### src/rtl/fp32_pkg.sv
// Shared FP32 constants, field layout and helpers for the matrix-multiply datapath.
package fp32_pkg;

    localparam int FP32_SIGN_W   = 1;
    localparam int FP32_EXP_W    = 8;
    localparam int FP32_MAN_W    = 23;
    localparam int FP32_EXP_BIAS = 127;
    localparam int FP32_EXP_MAX  = 2 * FP32_EXP_BIAS + 1;

    localparam logic [31:0] FP32_QNAN = 32'h7FC00000;
    localparam logic [31:0] FP32_PINF = 32'h7F800000;
    localparam logic [31:0] FP32_NINF = 32'hFF800000;

    typedef struct packed {
        logic [FP32_SIGN_W-1:0] sign;
        logic [FP32_EXP_W-1:0]  exp;
        logic [FP32_MAN_W-1:0]  man;
    } fp32_t;

    // Leading-zero count over the 27-bit GRS-extended mantissa.
    function automatic logic [4:0] lzc27(input logic [26:0] v);
        logic [4:0] n;
        logic       found;
        n     = 5'd0;
        found = 1'b0;
        for (int i = 26; i >= 0; i--) begin
            if (!found) begin
                if (v[i]) found = 1'b1;
                else      n = n + 5'd1;
            end
        end
        return n;
    endfunction

endpackage

### src/rtl/fp32_add_comb.sv
// Combinational FP32 adder: round-to-nearest-even, subnormals flushed to zero,
// canonical NaN, overflow to infinity with a flag.
module fp32_add_comb
    import fp32_pkg::*;
(
    input  logic [31:0] i_a,
    input  logic [31:0] i_b,
    output logic [31:0] o_sum,
    output logic        o_ovf
);

    fp32_t              w_a, w_b, w_big, w_sml;
    logic               w_aNan, w_bNan, w_aInf, w_bInf, w_aZero, w_bZero;
    logic               w_swap, w_effSub, w_roundUp;
    logic [7:0]         w_expDiff;
    logic [4:0]         w_shamt, w_lz;
    logic [26:0]        w_bigMan, w_smlMan, w_aligned, w_norm;
    logic [53:0]        w_shiftWide;
    logic [27:0]        w_rawSum;
    logic [24:0]        w_rounded;
    logic [22:0]        w_manFin;
    logic signed [9:0]  w_expPre, w_expFin;

    always_comb begin
        w_a      = i_a;
        w_b      = i_b;
        w_aNan   = (w_a.exp == 8'hFF) && (w_a.man != '0);
        w_bNan   = (w_b.exp == 8'hFF) && (w_b.man != '0);
        w_aInf   = (w_a.exp == 8'hFF) && (w_a.man == '0);
        w_bInf   = (w_b.exp == 8'hFF) && (w_b.man == '0);
        w_aZero  = (w_a.exp == 8'h00);
        w_bZero  = (w_b.exp == 8'h00);

        w_swap   = {w_b.exp, w_b.man} > {w_a.exp, w_a.man};
        w_big    = w_swap ? w_b : w_a;
        w_sml    = w_swap ? w_a : w_b;
        w_effSub = w_big.sign != w_sml.sign;

        // Alignment saturates at 27; everything shifted out collapses into sticky.
        w_expDiff   = w_big.exp - w_sml.exp;
        w_shamt     = (w_expDiff > 8'd27) ? 5'd27 : w_expDiff[4:0];
        w_bigMan    = {1'b1, w_big.man, 3'b000};
        w_smlMan    = {1'b1, w_sml.man, 3'b000};
        w_shiftWide = {w_smlMan, 27'd0} >> w_shamt;
        w_aligned   = w_shiftWide[53:27] | {26'd0, |w_shiftWide[26:0]};

        w_rawSum = w_effSub ? ({1'b0, w_bigMan} - {1'b0, w_aligned})
                            : ({1'b0, w_bigMan} + {1'b0, w_aligned});

        w_lz = 5'd0;
        if (!w_effSub && w_rawSum[27]) begin
            w_norm   = {w_rawSum[27:2], w_rawSum[1] | w_rawSum[0]};
            w_expPre = $signed({2'b00, w_big.exp}) + 10'sd1;
        end else begin
            w_lz     = lzc27(w_rawSum[26:0]);
            w_norm   = w_rawSum[26:0] << w_lz;
            w_expPre = $signed({2'b00, w_big.exp}) - $signed({5'd0, w_lz});
        end

        w_roundUp = w_norm[2] & (w_norm[1] | w_norm[0] | w_norm[3]);
        w_rounded = {1'b0, w_norm[26:3]} + {24'd0, w_roundUp};
        w_expFin  = w_expPre + (w_rounded[24] ? 10'sd1 : 10'sd0);
        w_manFin  = w_rounded[24] ? w_rounded[23:1] : w_rounded[22:0];

        o_ovf = 1'b0;
        if (w_aNan || w_bNan) begin
            o_sum = FP32_QNAN;
        end else if (w_aInf && w_bInf) begin
            o_sum = (w_a.sign != w_b.sign) ? FP32_QNAN : i_a;
        end else if (w_aInf) begin
            o_sum = i_a;
        end else if (w_bInf) begin
            o_sum = i_b;
        end else if (w_aZero && w_bZero) begin
            o_sum = {w_a.sign & w_b.sign, 31'd0};
        end else if (w_aZero) begin
            o_sum = i_b;
        end else if (w_bZero) begin
            o_sum = i_a;
        end else if (w_rawSum == '0) begin
            o_sum = 32'd0;
        end else if (w_expFin >= 10'sd255) begin
            o_sum = w_big.sign ? FP32_NINF : FP32_PINF;
            o_ovf = 1'b1;
        end else if (w_expFin <= 10'sd0) begin
            o_sum = 32'd0;
        end else begin
            o_sum = {w_big.sign, w_expFin[7:0], w_manFin};
        end
    end

endmodule

### src/rtl/fp32_dot_accumulator.sv
// Sums DOT_LEN consecutive FP32 products into one dot-product element and
// emits it with a one-cycle valid pulse; no backpressure.
module fp32_dot_accumulator
    import fp32_pkg::*;
#(
    parameter int DOT_LEN = 4,
    parameter int CNT_W   = $clog2(DOT_LEN) + 1
) (
    input  logic        clk,
    input  logic        rst,
    input  logic [31:0] i_prod,
    input  logic        i_prod_vld,
    input  logic        i_ovf,
    output logic [31:0] o_res,
    output logic        o_res_vld,
    output logic        o_overflow,
    output logic        o_busy
);

    localparam logic [CNT_W-1:0] LAST_IDX = CNT_W'(DOT_LEN - 1);

    logic [31:0]      r_acc;
    logic [CNT_W-1:0] r_cnt;
    logic             r_ovfSticky;
    logic [31:0]      r_res;
    logic             r_resVld;
    logic             r_resOvf;
    logic [31:0]      w_sum;
    logic             w_addOvf;

    fp32_add_comb u_add (
        .i_a   (r_acc),
        .i_b   (i_prod),
        .o_sum (w_sum),
        .o_ovf (w_addOvf)
    );

    // The last element clears the running state on the same edge it emits,
    // so the next element can start a fresh sum without a bubble.
    always_ff @(posedge clk or negedge rst) begin
        if (!rst) begin
            r_acc       <= 32'd0;
            r_cnt       <= '0;
            r_ovfSticky <= 1'b0;
            r_res       <= 32'd0;
            r_resVld    <= 1'b0;
            r_resOvf    <= 1'b0;
        end else begin
            r_resVld <= 1'b0;
            if (i_prod_vld) begin
                if (r_cnt == LAST_IDX) begin
                    r_res       <= w_sum;
                    r_resOvf    <= r_ovfSticky | i_ovf | w_addOvf;
                    r_resVld    <= 1'b1;
                    r_acc       <= 32'd0;
                    r_cnt       <= '0;
                    r_ovfSticky <= 1'b0;
                end else begin
                    r_acc       <= w_sum;
                    r_cnt       <= r_cnt + CNT_W'(1);
                    r_ovfSticky <= r_ovfSticky | i_ovf | w_addOvf;
                end
            end
        end
    end

    assign o_res      = r_res;
    assign o_res_vld  = r_resVld;
    assign o_overflow = r_resOvf;
    assign o_busy     = (r_cnt != '0);

endmodule

### config.mk
export PLATFORM = sky130hd
export DESIGN_NAME = fp32_dot_accumulator
export DESIGN_NICKNAME = d
export VERILOG_FILES = /design/src/rtl/fp32_pkg.sv /design/src/rtl/fp32_add_comb.sv /design/src/rtl/fp32_dot_accumulator.sv
export SDC_FILE = /design/constraint.sdc
export NUM_CORES = 1
export LEC_CHECK = 0
export ABC_AREA = 1
export BUFFER_PORTS_ARGS = -buffer_cell sky130_fd_sc_hd__buf_2
export CORE_MARGIN = 8
export CORE_UTILIZATION = 40
export CTS_BUF_LIST = sky130_fd_sc_hd__clkbuf_16
export CTS_CLUSTER_SIZE = 16
export DETAILED_ROUTE_END_ITERATION = 10
export HOLD_SLACK_MARGIN = 0.15
export PLACE_DENSITY_LB_ADDON = 0.2
export SLEW_MARGIN = 20
export SYNTH_ARGS = -nofsm -noshare
export SYNTH_HDL_FRONTEND = slang
export SYNTH_HIERARCHICAL = 1
export SYNTH_SLANG_ARGS = --single-unit
### constraint.sdc
create_clock -name clk -period 46.9 [get_ports clk]
set_input_delay 0 -clock clk [delete_from_list [all_inputs] [get_ports clk]]
set_output_delay 0 -clock clk [all_outputs]
set_load 0.02 [all_outputs]
* Word level (Yosys, flattened, before mapping)
Index checks and enable logic that the tools add are counted.
** Word-level totals
- Output and inout bits :: 35
- Bits of input ports :: 36
- Register bits :: 70
** Operators by class
- Shift-type cells :: 2
- Equality and inequality tests :: 5
- Reductions and logical operators :: 19
- Muxes and demuxes :: 191
- Bitwise operators :: 8
- $add $sub $neg :: 34
- $lt $le $gt $ge :: 4
** Operator list (number)
- $mux 32 :: 15
- $mux 5 :: 80
- $add 5x1->5 const B :: 26
- $mux 1 :: 91
- $shr 54x5->54 :: 1
- $logic_not 23->1 :: 2
- $reduce_bool 23->1 :: 2
- $gt 31x31->1 :: 1
- $add 27x27->28 :: 1
- $logic_not 28->1 :: 1
- $mux 28 :: 1
- $sub 27x27->28 :: 1
- $mux 27 :: 1
- $or 27x1->27 :: 1
- $reduce_or 27->1 :: 1
- $shl 27x5->27 :: 1
- $add 24x1->25 :: 1
- $mux 23 :: 1
- $eq 8x8->1 const B :: 2
- $logic_not 8->1 :: 2
- $add 10x10->10 :: 1
- $ge 10x9->1 const B :: 1
- $le 10x1->1 const B :: 1
- $mux 10 :: 1
- 15 further kinds :: 27

* Longest topological paths before layout
- Word-level depth :: 136
- Depth in mapped cells :: 179
- Depth with buffers taken out :: 176

* Hierarchy
The synthesis kept the hierarchy.
** Modules (own cells, without submodules)
- fp32_add_comb :: instances 1, cells an instance 2880, area an instance 15193.3 µm²
- fp32_dot_accumulator :: instances 1, cells an instance 307, area an instance 2750.1 µm²

* Worst setup path after synthesis
Ideal clock, no wire load.
- Path type :: flip-flop to flip-flop
- Start :: register r_acc[28]
- End :: register r_acc[9]
- Stages on the path, launching flop included :: 171
- Arrival :: 20045 ps
- Setup slack :: 26790 ps
- Buffers on the path :: 5
- Period minus slack after synthesis :: 20110 ps
- Setup time :: 66 ps
- Cells stage by stage :: dfrtp_1 -> inv_1 -> ha_1 -> nand2_1 -> inv_2 -> nand3_1 -> nor2_1 -> nand2_1 -> nor2_1 -> nand2_1 -> nand2_4 -> nand2_4 -> nand2_2 -> nand3_2 -> ha_1 -> inv_1 -> nand2_1 -> nand2_1 -> (+135 left out) -> nor2_1 -> nand3_1 -> nor3_1 -> xnor2_1 -> o31ai_1 -> nand3_1 -> inv_1 -> nor3_1 -> nand2_1 -> inv_2 -> nand2_1 -> o21ai_1 -> nand2_1 -> nand2_1 -> nand2_1 -> nor2_1 -> nand3_1 -> nand2_1
** Between the ends
- Cells in the longest elaborated chain, start to end :: 136
- Elaborated cells between the ends (all ways) :: 232
- Those cells by class :: add/sub (33); order compare (4); eq/ne (2); shift (2); mux (176); bitwise (5); reduce/logical (10)
** RTL lines
- from (decl) :: line fp32_dot_accumulator.sv:22 : logic [31:0] r_acc;
- from (signal assigned) :: line fp32_dot_accumulator.sv:59 : r_acc <= w_sum;
- $gt 31x31->1 :: line fp32_add_comb.sv:34 : w_swap = {w_b.exp, w_b.man} > {w_a.exp, w_a.man};
- $mux 32, on equally long branches :: line fp32_add_comb.sv:35, fp32_add_comb.sv:36
- $sub 8x8->8 :: line fp32_add_comb.sv:40 : w_expDiff = w_big.exp - w_sml.exp;
- $gt 8x5->1 :: line fp32_add_comb.sv:41 : w_shamt = (w_expDiff > 8'd27) ? 5'd27 : w_expDiff[4:0];
- $mux 5 :: line fp32_add_comb.sv:41
- $shr 54x5->54 :: line fp32_add_comb.sv:44 : w_shiftWide = {w_smlMan, 27'd0} >> w_shamt;
- $reduce_or 27->1 :: line fp32_add_comb.sv:45 : w_aligned = w_shiftWide[53:27] | {26'd0, |w_shiftWide[26:0]};
- $or 27x1->27 :: line fp32_add_comb.sv:45
- (+121 left out)
- $mux 32 :: line fp32_add_comb.sv:76 : end else if (w_aZero) begin
- $mux 32 :: line fp32_add_comb.sv:74 : end else if (w_aZero && w_bZero) begin
- $mux 32 :: line fp32_add_comb.sv:72 : end else if (w_bInf) begin
- $mux 32 :: line fp32_add_comb.sv:70 : end else if (w_aInf) begin
- $mux 32 :: line fp32_add_comb.sv:68 : end else if (w_aInf && w_bInf) begin
- $mux 32 * :: line fp32_add_comb.sv:66 : if (w_aNan || w_bNan) begin
- named net w_sum[9] :: line fp32_dot_accumulator.sv:28 : logic [31:0] w_sum;
- $mux 32 * :: line fp32_dot_accumulator.sv:51 : if (r_cnt == LAST_IDX) begin
Mark *: on every way through the listed nets, which the timed path passes. The rest lies on a longest branch. The select of a mux whose other input is x is not followed.
A chain may end at the register's enable or synchronous reset.

* Final worst setup path
- Start :: register r_acc[23]
- End :: register r_acc[17]
Same word-level chain as after synthesis.

==> run summary <==
setup slack, reg-to-reg: 21.84 ns
drt total wl: 69,240 um
core box area: 0.04422 mm^2
Initial Util: 40.58%
hold path depth: 5
slowest stage cell on the critical path: ha_1
critical path fanouts, max: 104
max incr delay on CP: 0.90 ns
reg2reg path depth: 158
IO Pins: 71
Longest Clk Path Bufs: 2
Final Skew: 0.008245 ns
post-route cell area: 0.01844 mm^2
Worst Hold Endpoint: o_res[24]$_DFFE_PN0P_
total grt overflow: 0
Hold Path Origin: i_prod[24]
ys async rst share: 100.0%
Worst setup EP type: flip-flop
vias in the first global route: 19,390
later-pin clock latency in the skew report: 0.34 ns
Post-synth EDFFs: 0
All-Layer GR Usage: 25.47%
CTS Buf Count: 9
drt pass-1 iters: 6
die area: 0.05189 mm^2
placed inst area: 0.01813 mm^2
drt drc: 0
setup bufs post-CTS: 0
area growth from synthesis to layout: 2.789%
reg2reg end: r_acc[17]$_DFFE_PN0P_
Crit Path Class: flip-flop to flip-flop
Hold WC Path Type: input port to flip-flop
count of final setup violators: 0
n_diodes: 0
Initial DRC Count: 1,871
RSZ-0062 raised after global routing: false
Vias/cell: 5.469
Post-CTS Hold Fix Bufs: 2
outcome: finished, final reports clean
largest net degree at the start of global routing: 105
startpoint types: flip-flop
first-pass GRT wire length: 108,500 um
Rel. slew slack: 28.15%
Critical Path RT: 47.17 ns
FF+latch count, synth: 70
Post-CTS Resized: 0
Final Hold Vio Count: 0
Post-DP HPWL: 56,980 um
FP Rows: 77
Arr. time, crit path: 25.33 ns
Post-layout nets: 3,326
clock root buffer: clkbuf_16
fmax: 39.90 MHz
layout cells sized above 1: 11.54%
clock tree from TritonCTS: built
setup tns final: 0 ns
minimum clock period after layout: 25.06 ns
max-slew violation count: 0
# Max-Cap Violations: 0
Final Cycle Share: 53.44%
width of the die: 227.8 um
critical path's most frequent cell: nand2_1
Vias: 20,620
IO Port Bufs: 70
DIE HEIGHT: 227.8 um
Post-Syn Area per Cell: 5.630 um^2
Syn Nets: 3,339
CTS sink cnt: 70
Reg clk slew, reported paths: 0.06 ns
Post-DRT Antenna Nets: 0
Yosys Warn Count: 6
initial antenna violation count: 0
Seq/Total Area, Yosys: 9.762%
Yosys cell types: 79
synthesized instance count: 3,187
worst-margin pin slew: 1.074 ns
reg-to-reg startpoint: r_acc[23]$_DFFE_PN0P_
post-DR wirelength/cell: 18.36 um
most common flop cell mapped by yosys: dfrtp_1
H-tree Lvls: 3
Placer Congestion: 0.9853
Mapped Area: 0.01794 mm^2
## routing by layer
metal | up-vias | share of wire (%) | GRT usage, %
met5 | - | 0 | 0
met4 | 0 | 3.9 | 9.284
met3 | 120 | 5.6 | 2.234
met2 | 770 | 46 | 42.70
met1 | 9467 | 44 | 33.73
li1 | 10270 | - | -
## cell type report
class | count | area (um^2)
Clock buffer | 9 | 225.2
Clock inverter | 7 | 72.57
Fill cell | 4944 | 25780
Inverter | 443 | 1702
Multi-Input combinational cell | 2563 | 13470
Sequential cell | 70 | 1752
Tap cell | 592 | 740.7
Timing Repair Buffer | 87 | 483.0
## cells in the mapped netlist (all sizes together), types with 5 or more instances
| cell | number | area share, % |
|---|---|---|
| a21o | 6 | 0.25 |
| nor2 | 295 | 7.8 |
| nand4 | 75 | 2.8 |
| nand3 | 413 | 13 |
| buf | 58 | 2.8 |
| ha | 114 | 7.9 |
| a21oi | 125 | 3.5 |
| nor4 | 20 | 0.70 |
| a211oi | 5 | 0.21 |
| o21bai | 13 | 0.69 |
| o211ai | 9 | 0.38 |
| dfrtp | 70 | 9.8 |
| clkinv | 8 | 0.22 |
| clkbuf | 46 | 2.5 |
| xor2 | 38 | 2.1 |
| o21ai | 200 | 5.9 |
| nor3 | 26 | 0.78 |
| xnor2 | 6 | 0.29 |
| a31oi | 15 | 0.56 |
| nand3b | 12 | 0.52 |
| nand2 | 1143 | 26 |
| o22ai | 8 | 0.31 |
| inv | 434 | 9.2 |
| or2 | 12 | 0.43 |
## logic make-up (layout without fill, tap and decap cells)
group	count (synthesis)	after routing	synth area share, %
AND/OR/NAND/NOR	2002	2002	51.84
adder cells (fa/ha/maj)	116	116	8.172
XOR/XNOR	44	44	2.357
flip-flops	70	70	9.762
buffers and inverters	554	546	15.17
AO/OA/AOI/OAI	401	401	12.69
## metrics by stage
stage	hold WS (ns)	cells	utilization, %	setup slack (ns)
5_1_grt	0.1786	3771	41.71	18.87
3_5_place_dp	0.2843	3753	40.99	22.09
3_3_place_gp	0.2686	3753	40.99	22.48
2_1_floorplan	-0.2956	3187	-	26.79
6_report	0.1763	3771	41.71	21.84
4_1_cts	0.1549	3771	41.71	22.02
## registers in the layout (all words and copies together), names as in the netlist
register / count
o_res: 32
o_overflow: 1
r_cnt: 3
r_acc: 32
o_res_vld: 1
r_ovfSticky: 1
## worst max-delay path: cells and delay by family (launching register included)
| family | cells | cell delay (ns) |
|---|---|---|
| xor gates and xnor gates | 4 | 0.64 |
| buffers and inverters | 16 | 1.24 |
| and+or+nand+nor | 100 | 14.01 |
| adders and majority gates | 20 | 5.98 |
| DFF | 1 | 0.37 |
| AOI/OAI and AO/OA | 18 | 2.66 |
## worst max-delay path by stage
stage          slack [ns]                     to             startpoint
2_1_floorplan       26.79   r_acc[9]$_DFFE_PN0P_  r_acc[28]$_DFFE_PN0P_
3_3_place_gp        22.48  r_acc[17]$_DFFE_PN0P_  r_acc[23]$_DFFE_PN0P_
3_5_place_dp        22.09  r_acc[17]$_DFFE_PN0P_  r_acc[23]$_DFFE_PN0P_
4_1_cts             22.02  r_acc[17]$_DFFE_PN0P_  r_acc[23]$_DFFE_PN0P_
5_1_grt             18.87  r_acc[17]$_DFFE_PN0P_  r_acc[23]$_DFFE_PN0P_
6_report            21.84  r_acc[17]$_DFFE_PN0P_  r_acc[23]$_DFFE_PN0P_
## placed cells by master, fill, tap and decap left out, drive strengths merged, types with 2 or more instances in the layout
cell         instances
a21oi              125
a21o                 6
nand3b              12
a22oi                3
o21a                 4
buf                 85
xnor2                6
a31oi               15
xor2                38
o211ai               9
a21boi               4
nor4                20
and2                 3
o21ai              200
o221ai               4
ha                 114
a211oi               5
nand2             1143
dfrtp               70
or2                 12
fa                   2
clkbuf               9
nor3                26
nand4               75
dlygate4sd3          2
nand3              413
clkinv              12
o21bai              13
o22ai                8
nor2               295
inv                435
bufinv               2
Power is not shown: default switching activity piles up to over one toggle a cycle in this logic, so the estimate is an artifact.
